$ cat config.mk
export PLATFORM = sky130hd
export DESIGN_NAME = cmp_chain_accum
export DESIGN_NICKNAME = d
export VERILOG_FILES = /design/src/rtl/cmp_chain_accum.sv
export SDC_FILE = /design/constraint.sdc
export NUM_CORES = 1
export LEC_CHECK = 0
export CORE_MARGIN = 2
export CORE_UTILIZATION = 45
export CTS_CLUSTER_DIAMETER = 50
export DETAILED_ROUTE_END_ITERATION = 8
export PLACE_DENSITY = 0.72
export SKIP_CTS_REPAIR_TIMING = 1
export SLEW_MARGIN = 20
export SYNTH_ARGS = -nofsm -noshare
export SYNTH_HDL_FRONTEND = slang
export SYNTH_SLANG_ARGS = --single-unit
$ cat constraint.sdc
create_clock -name clk -period 5.2 [get_ports clk]
set_input_delay 0.78 -clock clk [delete_from_list [all_inputs] [get_ports clk]]
set_output_delay 0.78 -clock clk [all_outputs]
set_load 0.005 [all_outputs]
$ cat src/rtl/cmp_chain_accum.sv
// ============================================================================
// Module      : cmp_chain_accum
// Description : Folds MS-byte-first eq/gt/lt comparator flags into one
//               multi-byte unsigned compare result, valid/ready on both sides.
//               Optional flag one-hot check enabled by CMP_CHAIN_ERR_CHECK_EN.
// Revision    : 1.0 - initial release
// ============================================================================
`default_nettype none

module cmp_chain_accum #(
  parameter int MAX_BYTES = 8,
  parameter int CNT_W     = 4
) (
  input  logic             clk,
  input  logic             rst,
  input  logic             in_valid,
  output logic             in_ready,
  input  logic             in_first,
  input  logic             in_last,
  input  logic             eq_in,
  input  logic             gt_in,
  input  logic             lt_in,
  output logic             out_valid,
  input  logic             out_ready,
  output logic             out_eq,
  output logic             out_gt,
  output logic             out_lt,
  output logic [CNT_W-1:0] out_bytes,
  output logic             out_trunc,
  output logic             err
);

  localparam logic [1:0] c_st_idle  = 2'd0;
  localparam logic [1:0] c_st_accum = 2'd1;
  localparam logic [1:0] c_st_done  = 2'd2;

  localparam logic [CNT_W-1:0] c_max_beats = CNT_W'(MAX_BYTES);
  localparam logic [CNT_W-1:0] c_one       = CNT_W'(1);

  logic [1:0]       r_state;
  logic [2:0]       r_acc;
  logic             r_decided;
  logic [CNT_W-1:0] r_count;
  logic [2:0]       r_out_flags;
  logic [CNT_W-1:0] r_out_bytes;
  logic             r_out_trunc;

  logic [2:0]       w_flags;
  logic             w_accept;
  logic             w_start;
  logic             w_take;
  logic [2:0]       w_acc_next;
  logic             w_dec_next;
  logic [CNT_W-1:0] w_cnt_next;
  logic             w_done;

  assign w_flags  = {eq_in, gt_in, lt_in};
  assign in_ready = (r_state != c_st_done);
  assign w_accept = in_valid && in_ready;
  // Any beat arriving in IDLE opens a new operand regardless of in_first.
  assign w_start  = (r_state == c_st_idle) || in_first;

  // Once a non-equal byte has been seen, lower bytes can no longer change it.
  assign w_take     = w_start || !r_decided;
  assign w_acc_next = w_take ? w_flags : r_acc;
  assign w_dec_next = w_take ? !eq_in : 1'b1;
  assign w_cnt_next = w_start ? c_one :
                      (r_count >= c_max_beats) ? c_max_beats : r_count + c_one;
  assign w_done     = in_last || (w_cnt_next == c_max_beats);

  always_ff @(posedge clk) begin
    if (rst) begin
      r_state     <= c_st_idle;
      r_acc       <= 3'b000;
      r_decided   <= 1'b0;
      r_count     <= '0;
      r_out_flags <= 3'b000;
      r_out_bytes <= '0;
      r_out_trunc <= 1'b0;
    end else begin
      case (r_state)
        c_st_idle, c_st_accum: begin
          if (w_accept) begin
            r_acc     <= w_acc_next;
            r_decided <= w_dec_next;
            r_count   <= w_cnt_next;
            if (w_done) begin
              r_state     <= c_st_done;
              r_out_flags <= w_acc_next;
              r_out_bytes <= w_cnt_next;
              r_out_trunc <= !in_last;
            end else begin
              r_state <= c_st_accum;
            end
          end
        end
        c_st_done: begin
          if (out_ready) begin
            r_state <= c_st_idle;
          end
        end
        default: r_state <= c_st_idle;
      endcase
    end
  end

  assign out_valid = (r_state == c_st_done);
  assign out_eq    = r_out_flags[2];
  assign out_gt    = r_out_flags[1];
  assign out_lt    = r_out_flags[0];
  assign out_bytes = r_out_bytes;
  assign out_trunc = r_out_trunc;

`ifdef CMP_CHAIN_ERR_CHECK_EN
  logic r_err;
  logic w_bad;

  assign w_bad = !(w_flags inside {3'b100, 3'b010, 3'b001});

  // Sticky across the operand; restarted by each new operand's first beat.
  always_ff @(posedge clk) begin
    if (rst) begin
      r_err <= 1'b0;
    end else if (w_accept) begin
      r_err <= w_start ? w_bad : (r_err | w_bad);
    end
  end

  assign err = r_err && out_valid;
`else
  assign err = 1'b0;
`endif

endmodule

`default_nettype wire

==> summary.md, run 1 <==
| Metric | Value |
|---|---|
| Max Clock Freq | around 0.44 GHz |
| Worst path bufs/invs | 2 |
| Drt pass-1 iters | 4 |
| All-Layer GR Usage | between 15 and 20% |
| RR Startpoint | r_count[0] |
| Post-route setup TNS | 0 ns |
| CP peak stage delay | roughly 0.5 ns |
| Post-Syn Area per Cell | 9.22 µm² |
| Hold/Removal Path Class | reg -> reg |
| Period utilization | between 40% and 50% |
| Post-Syn Instances | 100 |
| Slowest CP cell | clkdlybuf4s50_1 |
| Worst path required time | ~4.4 ns |
| WHS Path Cells | 2 |
| Largest net degree at the start of global routing | 20 |
| Fin. Hold Viols | 0 |
| Distinct cells, synth | 33 |
| Vias | 749 |
| Sequential area share after synthesis | roughly two fifths |
| Run status | completed |
| Crit path time final | around 2.3 ns |
| Top FF cell, synth | dfxtp_1 |
| # fillers | 192 |
| Clk_lat worst skew | approximately 0.3 ns |
| Port Buffers | 18 |
| Area of the multi-input gates | 512 µm² |
| Crit-path max FO | 7 |
| Max-Cap Viols | 0 |
| Syn-to-layout area delta | 22.3% |
| Post-route ant nets | 0 |
| Layout cells sized above 1 | 10.4% |
| Hold EP | out_bytes[1] |
| VDD IR max | 159 µV |
| R2R cell count | 6 |
| Die ar. | 2430 µm² |
| Min-delay src | out_bytes[1] |
| Design area | about 1100 µm² |
| Cell Area, Synth | just over 900 µm² |
| Nets | roughly 130 |
| Measured slew at the worst slew-check pin | between 0.6 and 0.7 ns |
| Syn nets | about 110 |
| FF-to-FF End | r_out_flags[1] |
| TritonCTS clock tree | yes |
| Max Slew Vio Count | 0 |
| Yosys top cell by area | dfxtp_1 |
| CP startpoint | r_state[1] |
| Diodes inserted | 0 |
| I/O pin count | 20 |
| HPWL after DPL | roughly 1400 µm |
| Post-synthesis sequential element count | 18 |
| Clk sink count | 18 |
| FF+latch area | roughly 360 µm² |
| R2R setup slack | around 3.3 ns |
| Clk root buf | clkbuf_4 |
| Post-synth ARST share | 0% |
| GP Congestion | between 0.8 and 0.9 |
| Core Region | 1940 µm² |
| Vias in the first global route | slightly above 700 |
| Chip height | between 40 and 50 µm |
| P_leak | 0.420 nW |
| H-tree levels | 1 |
| Final WL | roughly 1800 µm |
| Fin Clk Skew | 0.00883 ns |
| Rows | 16 |
| Number of enable flip-flop cells after synthesis | 0 |
| RSZ-0062 raised after global routing | no |
| Setup-failing EPs final | 0 |
| CP startpoint kind | register |
| DRT iter0 DRCs | 14 |
| Initial Utilization | 47.5% |
| Synth top area cells | dfxtp_1 (39%), mux2i_1 (7.6%), a21oi_4 (5.3%) |
| YS warnings | 0 |
| Clock buffer depth | 2 |
| PwrDens | ~230 nW/µm² |
| Vias per cell | 5.27 |
| Smallest hold slack | roughly 0.48 ns |
| CTS Buf Count | 3 |
| DP Area | ~1100 µm² |
| Top cell type's share of synthesized area | between 30% and 40% |
| Crit path max-delay family | buffers and inverters |
| Gr ovfl total | 0 |
| DRC | 0 |
| Routed WL per cell | 12.8 µm |
| Die W | roughly 49 µm |
| Finished Core Util | between 50% and 60% |
| Clock transition at path regs | roughly 0.10 ns |
| Initial antenna violation count | 0 |
| First-pass GRT wire length | ~3100 µm |
| CP arrival | roughly 1.5 ns |
| Worst rel slew slack | about 54% |
| CP Cell Sequence | nand2b_1 -> inv_1 -> clkdlybuf4s50_1 |
| CP Class | reg -> out |
| Worst Setup End Kind | output port |
==> flip-flops by register name, indices dropped and copies added (netlist names) <==
| register | cells |
|---|---|
| r_state | 2 |
| r_decided | 1 |
| r_count | 4 |
| r_out_flags | 3 |
| out_trunc | 1 |
| out_bytes | 4 |
| r_acc | 3 |
==> cell usage after synthesis (3+ instances only) <==
cell and n:
o21ai_0 3, a21oi_1 9, inv_1 5, a21oi_4 3, nor3_1 4, nor2_1 10
a211oi_1 4, mux2i_1 7, nand2b_1 4, dfxtp_1 18, nand2_1 5
==> placed cells by master, fill, tap and decap left out <==
cell type,n
nand2b_1,4
clkbuf_4,3
nand3_1,2
nand4b_1,1
o211ai_1,1
nor2_1,10
inv_1,5
nor3_1,4
ha_1,2
and2b_1,1
a211oi_2,1
o21bai_4,1
o21ai_1,1
a31oi_1,2
o21ai_0,3
mux2i_1,7
nor2b_1,1
nand2_2,1
nand2_1,5
dfxtp_1,18
conb_1,1
a2111oi_2,1
xnor2_1,1
a21oi_1,9
a211oi_1,4
a21oi_4,3
a211o_4,1
a2bb2oi_1,1
and3b_1,2
clkdlybuf4s50_1,18
o21ba_2,1
==> metrics by stage <==
| stage | instances | power, W | setup slack, ns |
|---|---|---|---|
| floorplan | 100 | 0.000180 | 3.54 |
| global placement | 139 | 0.000195 | 2.95 |
| detailed placement | 139 | 0.000196 | 2.90 |
| CTS | 142 | 0.000267 | 2.91 |
| global route | 142 | 0.000276 | 2.84 |
| finish | 142 | 0.000262 | 2.94 |
==> cells by family after synthesis <==
family | count (synthesis) | share of synthesized area (%)
compound gates | 29 | 26.7
xor+xnor | 1 | 0.950
fa+ha+maj | 2 | 2.71
buf+inv | 11 | 5.43
flops | 18 | 39.1
mux | 7 | 7.60
other cells | 1 | 0.407
simple gates | 31 | 17.1
==> area by class of cell <==
cell class	instances	share of cell area [%]
Clock buffer	3	2.00
Inverter	5	1.66
Tap cell	27	3.00
Multi-Input combinational cell	71	45.4
Timing Repair Buffer	18	16.0
Sequential cell	18	32.0
==> worst max path at each step <==
stage,endpoint,slack (ns),cells after the start
global route,out_valid,2.84,3
global placement,r_acc[0],2.95,5
finish,out_valid,2.94,3
detailed placement,r_out_flags[1],2.90,5
floorplan,r_out_flags[0],3.54,6
CTS,out_valid,2.91,3
==> routing by layer <==
layer	vias up	part of all wire, %	GRT usage [%]
met2	18	44	26.1
met1	348	49	22.7
met4	0	2.8	11.4
met3	5	3.8	2.15
li1	378	-	-
met5	-	0	0
==> worst min-delay path, cell delays in order (launching register included) <==
cell      delay (ns)
dfxtp_1         0.32
nand2b_1        0.06
o21ai_1         0.05
==> power by group <==
group,switching (W),internal [W]
registers,0.00000499,0.000144
clock network,0.0000425,0.0000270
logic,0.0000212,0.0000226
total,0.0000687,0.000193
(Power assumes the default switching activity.)
==> run 2, diff against run 1 <==
CORE_UTILIZATION = 44   (was 45)
PLACE_DENSITY = 0.74   (was 0.72)
clock period = 1.85 ns   (was 5.2 ns; I/O delays follow)
==> run 2 against run 1 <==
Against the previous run: register-to-register slack got worse by 3.2 ns; highest routed layer unchanged; largest power group unchanged; combinational power rose to 3.1 times the previous value; global-route usage rose by 0.17 points; critical path depth did not move; design area rose by 4.0%; routed wire length rose by 3.1%.
==> summary.md, run 2 (synthesis gave the netlist of run 1 again) <==
| Metric | Value |
|---|---|
| Period utilization | 94.5% |
| Initial Utilization | 47.0% (-0.48 points) |
| Power after layout | 0.000756 W (+190%) |
| DRT iter0 DRCs | 7 (-7) |
| Rows | 16 (unchanged) |
| Die W | 49.8 µm (+1.0%) |
| FF-to-FF End | r_out_flags[1] |
| Run status | completed |
| Post-route ant nets | 0 (unchanged) |
| Chip height | 49.8 µm (+1.0%) |
| VDD IR max | 494 µV (+210%) |
| Fin. Hold Viols | 0 (unchanged) |
| Syn-to-layout area delta | 27.1% |
| All-Layer GR Usage | 17.4% (+0.17 points) |
| First-pass GRT wire length | 3260 µm (+4.2%) |
| DRC | 0 (unchanged) |
| # fillers | 180 (-6.3%) |
| Crit path time final | 1.75 ns |
| Nets | 134 (+4.7%) |
| Clk root buf | clkbuf_4 |
| CP startpoint kind | register |
| RR Startpoint | r_count[0] |
| Max-Cap Viols | 0 (unchanged) |
| Finished Layout Cells | 148 (+4.2%) |
| Slowest CP cell | clkdlybuf4s50_1 |
| Worst Setup End Kind | output port |
| Worst path required time | 1.57 ns (-2.85 ns) |
| I/O pin count | 20 (unchanged) |
| Clk sink count | 18 (unchanged) |
| Post-route setup TNS | 0 ns (unchanged) |
| Max Clock Freq | 0.572 GHz |
| CP arrival | 1.47 ns (about the same) |
| Clock buffer depth | 2 (unchanged) |
| Fin Clk Skew | 0.00158 ns (-0.00725 ns) |
| Final WL | 1880 µm (+3.1%) |
| Clock transition at path regs | 0.10 ns (about the same) |
| Clk_lat worst skew | 0.30 ns (about the same) |
| CP peak stage delay | 0.49 ns (about the same) |
| HPWL after DPL | 1390 µm (about the same) |
| Crit-path max FO | 7 (unchanged) |
| PwrDens | 645 nW/µm² (+180%) |
| Finished Core Util | 59.8% (+1.7 points) |
| Vias | 759 (+1.3%) |
| Dpl cells | 145 (+4.3%) |
| CTS Buf Count | 3 (unchanged) |
| Design area | 1170 µm² (+4.0%) |
| Routed WL per cell | 12.7 µm (-1.1%) |
| Drt pass-1 iters | 4 (unchanged) |
| Vias in the first global route | 727 (+2.7%) |
| Gr ovfl total | 0 (unchanged) |
| P_leak | 0.450 nW (+7.2%) |
| H-tree levels | 1 (unchanged) |
| CP Class | reg -> out |
| Setup-failing EPs final | 0 (unchanged) |
| Core Region | 1960 µm² (+1.0%) |
| Crit path to | out_valid |
| Max Slew Vio Count | 0 (unchanged) |
| Most frequent cells in the layout | clkdlybuf4s50_1 (18), dfxtp_1 (18), nor2_1 (10) |
| CP Cell Sequence | nand2b_1 -> inv_1 -> clkdlybuf4s50_1 |
| GP Congestion | 0.837 (+4.5%) |
| Initial antenna violation count | 0 (unchanged) |
| TritonCTS clock tree | yes |
| Largest net degree at the start of global routing | 20 (unchanged) |
| RSZ-0062 raised after global routing | no |
| DP Area | 1150 µm² (+4.1%) |
| R2R cell count | 6 (unchanged) |
| Die ar. | 2480 µm² (+2.1%) |
| CP startpoint | r_state[1] |
| Port Buffers | 18 (unchanged) |
| Layout cells sized above 1 | 14.9% (+4.4 points) |
| R2R setup slack | 0.15 ns (-3.16 ns) |
| Hold/Removal Path Class | reg -> reg |
| Diodes inserted | 0 (unchanged) |
| Vias per cell | 5.13 (-2.8%) |
-- run 2: worst min path at each step --
stage                       from      endpoint  cells after the start
finish              out_bytes[1]  out_bytes[1]                      2
global route        out_bytes[1]  out_bytes[1]                      2
CTS                 out_bytes[1]  out_bytes[1]                      2
detailed placement  out_bytes[1]  out_bytes[1]                      2
global placement    out_bytes[1]  out_bytes[1]                      2
floorplan                  lt_in      r_acc[0]                      2
-- run 2: worst max-delay path: cells and delay by family, from the launching register on --
| kind | cells | cell delay, ns |
|---|---|---|
| buf+inv | 2 | 0.56 |
| simple gates | 1 | 0.14 |
| flops | 1 | 0.48 |
-- run 2: final cells by class --
type	count	area, µm²	share of cell area [%]
clock buffer	3	22.5	1.92
inverter	5	18.8	1.60
multi-input combinational	71	512	43.7
sequential	18	360	30.7
tap	27	33.8	2.88
timing repair buffer	24	225	19.2
-- run 2: per-layer routing --
layer  routed length (µm)  global-route usage [%]  share of wire (%)
met5                    0                       0                  0
met4                   49                    10.6                2.6
met3                   69                    3.64                3.7
met2                  795                    24.2                 42
met1                  965                    24.2                 51
-- run 2: report_power, final --
group | total [W] | internal (W) | switching (W) | leakage [nW]
combinational | 0.000136 | 0.0000722 | 0.0000637 | 0.289
sequential | 0.000417 | 0.000404 | 0.0000124 | 0.147
clock | 0.000203 | 0.0000760 | 0.000127 | 0.0138
total | 0.000756 | 0.000553 | 0.000203 | 0.450
-- run 2: per-stage QoR --
step           hold slack [ns]  setup slack [ns]
2_1_floorplan            0.425             0.194
3_3_place_gp             0.462             0.134
3_5_place_dp             0.461            0.0895
4_1_cts                  0.481            0.0840
5_1_grt                  0.493            0.0221
6_report                 0.475             0.102
==> run 3, diff against run 2 <==
CORE_MARGIN = 3   (was 2)
CTS_BUF_LIST = sky130_fd_sc_hd__clkbuf_4 sky130_fd_sc_hd__clkbuf_8   (was default)
==> run 3 against run 2 <==
Against the previous run: critical path depth unchanged; maximum frequency fell by 1.2%; design area increased by 0.96%; combinational power about the same; clock-buffer cell count increased by 1; die area up 8.2%; critical path type unchanged; first-iteration DRC count grew to 4.3 times the previous value; worst setup slack worse by 0.022 ns; critical endpoint unchanged; sequential share of layout area decreased by 0.29 points.
==> summary.md, run 3 (synthesis gave the netlist of run 1 again) <==
| Metric | Value |
|---|---|
| Period utilization | 95.7% (+1.2 points) |
| DRC | 0 (unchanged) |
| Clk_lat worst skew | 0.30 ns (about the same) |
| Setup-failing EPs final | 0 (unchanged) |
| Die ar. | 2680 µm² (+8.2%) |
| CP startpoint kind | register |
| Vias | 782 (+3.0%) |
| Gr ovfl total | 0 (unchanged) |
| All-Layer GR Usage | 16.0% (-1.4 points) |
| Hold/Removal Path Class | reg -> reg |
| WHS Path Cells | 2 (unchanged) |
| Fin. Hold Viols | 0 (unchanged) |
| VDD IR max | 424 µV (-14%) |
| CP Cell Sequence | nand2b_1 -> inv_1 -> clkdlybuf4s50_1 |
| Syn-to-layout area delta | 28.4% |
| I/O pin count | 20 (unchanged) |
| Initial antenna violation count | 0 (unchanged) |
| Worst Setup End Kind | output port |
| Max Clock Freq | 0.565 GHz (-1.2%) |
| Routed WL per cell | 13.0 µm (+2.1%) |
| Vias per cell | 5.32 (+3.7%) |
| # fillers | 160 (-11%) |
| CP Class | reg -> out |
| First-pass GRT wire length | 3130 µm (-4.2%) |
| Run status | completed |
| Worst path bufs/invs | 2 (unchanged) |
| Initial Utilization | 49.6% (+2.6 points) |
| Largest net degree at the start of global routing | 16 (-20%) |
| CTS Buf Count | 3 (unchanged) |
| Fin Clk Skew | 0.00329 ns (+0.00171 ns) |
| Rows | 15 (-1) |
| H-tree levels | 1 (unchanged) |
| Drt pass-1 iters | 4 (unchanged) |
| Final WL | 1910 µm (+1.4%) |
| Measured slew at the worst slew-check pin | around 0.55 ns |
| Max-Cap Viols | 0 (unchanged) |
| Smallest hold slack | 0.504 ns (+0.0289 ns) |
| PwrDens | 681 nW/µm² (+5.6%) |
| Chip height | 51.8 µm (+4.0%) |
| Crit path time final | 1.77 ns (+0.0216 ns) |
| RSZ-0062 raised after global routing | no |
| Vias in the first global route | 693 (-4.7%) |
| HPWL after DPL | 1430 µm (+3.0%) |
| Worst rel slew slack | a little under two thirds |
| Die W | 51.8 µm (+4.0%) |
| CP arrival | 1.49 ns (+0.02 ns) |
| M1 GR Usage | 22.0% (-2.3 points) |
| Nets | 134 (unchanged) |
| CP peak stage delay | 0.49 ns (about the same) |
| Worst path required time | 1.57 ns (about the same) |
| Met3 usage | 5.44% (+1.8 points) |
| Max Slew Vio Count | 0 (unchanged) |
| GR met2 Demand/Resource | 23.1% (-1.1 points) |
| Post-route ant nets | 0 (unchanged) |
| Core Region | 1860 µm² (-5.3%) |
| GP Congestion | 0.915 (+9.3%) |
| Crit path max-delay family | buffers and inverters |
| Global route hottest layer | met2 |
| TritonCTS clock tree | yes |
| Clk root buf | clkbuf_4 |
| R2R setup slack | 0.14 ns (about the same) |
| Clock transition at path regs | 0.11 ns (about the same) |
| Clk sink count | 18 (unchanged) |
| R2R cell count | 6 (unchanged) |
| Slowest CP cell | clkdlybuf4s50_1 |
| Clock buffer depth | 2 (unchanged) |
| Crit-path max FO | 7 (unchanged) |
| DRT iter0 DRCs | 30 (+23) |
| Port Buffers | 18 (unchanged) |
| Layout cells sized above 1 | 15.6% (+0.70 points) |
| Critical Path Stages | 3 (unchanged) |
| Post-route setup TNS | 0 ns (unchanged) |
| Diodes inserted | 0 (unchanged) |
| P_leak | 0.457 nW (+1.6%) |
| Most frequent cells in the layout | clkdlybuf4s50_1 (18), dfxtp_1 (18), nor2_1 (10) |
run 3: changes by cell type in the layout (fill, tap and decap cells not counted), sizes merged:
cell,before,now
clkbuf,3,4
run 3: final timing paths:
check / startpoint / endpoint
setup reg to reg: r_count[0] / r_out_flags[0]
hold / removal: out_bytes[1] / out_bytes[1]
setup / recovery: r_state[1] / out_valid
hold reg to reg: out_bytes[1] / out_bytes[1]
run 3: area by class of cell:
type / instances / area [µm²] / area share (%)
Clock buffer: 4 / 36.3 / 3.07
Tap cell: 25 / 31.3 / 2.64
Multi-Input combinational cell: 71 / 512 / 43.2
Inverter: 5 / 18.8 / 1.59
Sequential cell: 18 / 360 / 30.4
Timing Repair Buffer: 24 / 225 / 19.0
run 3: power by group:
group          total (W)  switching (W)  internal, W
registers       0.000417      0.0000125     0.000404
clock network   0.000252       0.000132     0.000120
logic           0.000137      0.0000644    0.0000722
total           0.000806       0.000209     0.000597
run 3: metal layers:
metal,share of wire (%),vias up,wire (µm)
li1,-,397,-
met1,51,355,972
met2,42,28,806
met3,5.9,2,113
met4,0.73,0,14
met5,0,-,0
run 3: stage by stage:
stage / worst slack [ns] / instance area, µm² / util (%) / power (W) / instances
floorplan: 0.194 / 922 / - / 0.000505 / 100
global placement: 0.133 / 1150 / 61.8 / 0.000559 / 143
detailed placement: 0.0980 / 1150 / 61.8 / 0.000561 / 143
CTS: 0.0744 / 1180 / 63.7 / 0.000808 / 147
global route: 0.0190 / 1180 / 63.7 / 0.000840 / 147
finish: 0.0803 / 1180 / 63.7 / 0.000806 / 147
run 3: worst register-to-register path, delay by kind of cell, from the launching register on:
kind,cells,cell delay (ns)
AOI/OAI and AO/OA,3,0.68
adders and majority gates,1,0.30
and+or+nand+nor,1,0.20
buffers and inverters,1,0.06
DFF,1,0.35
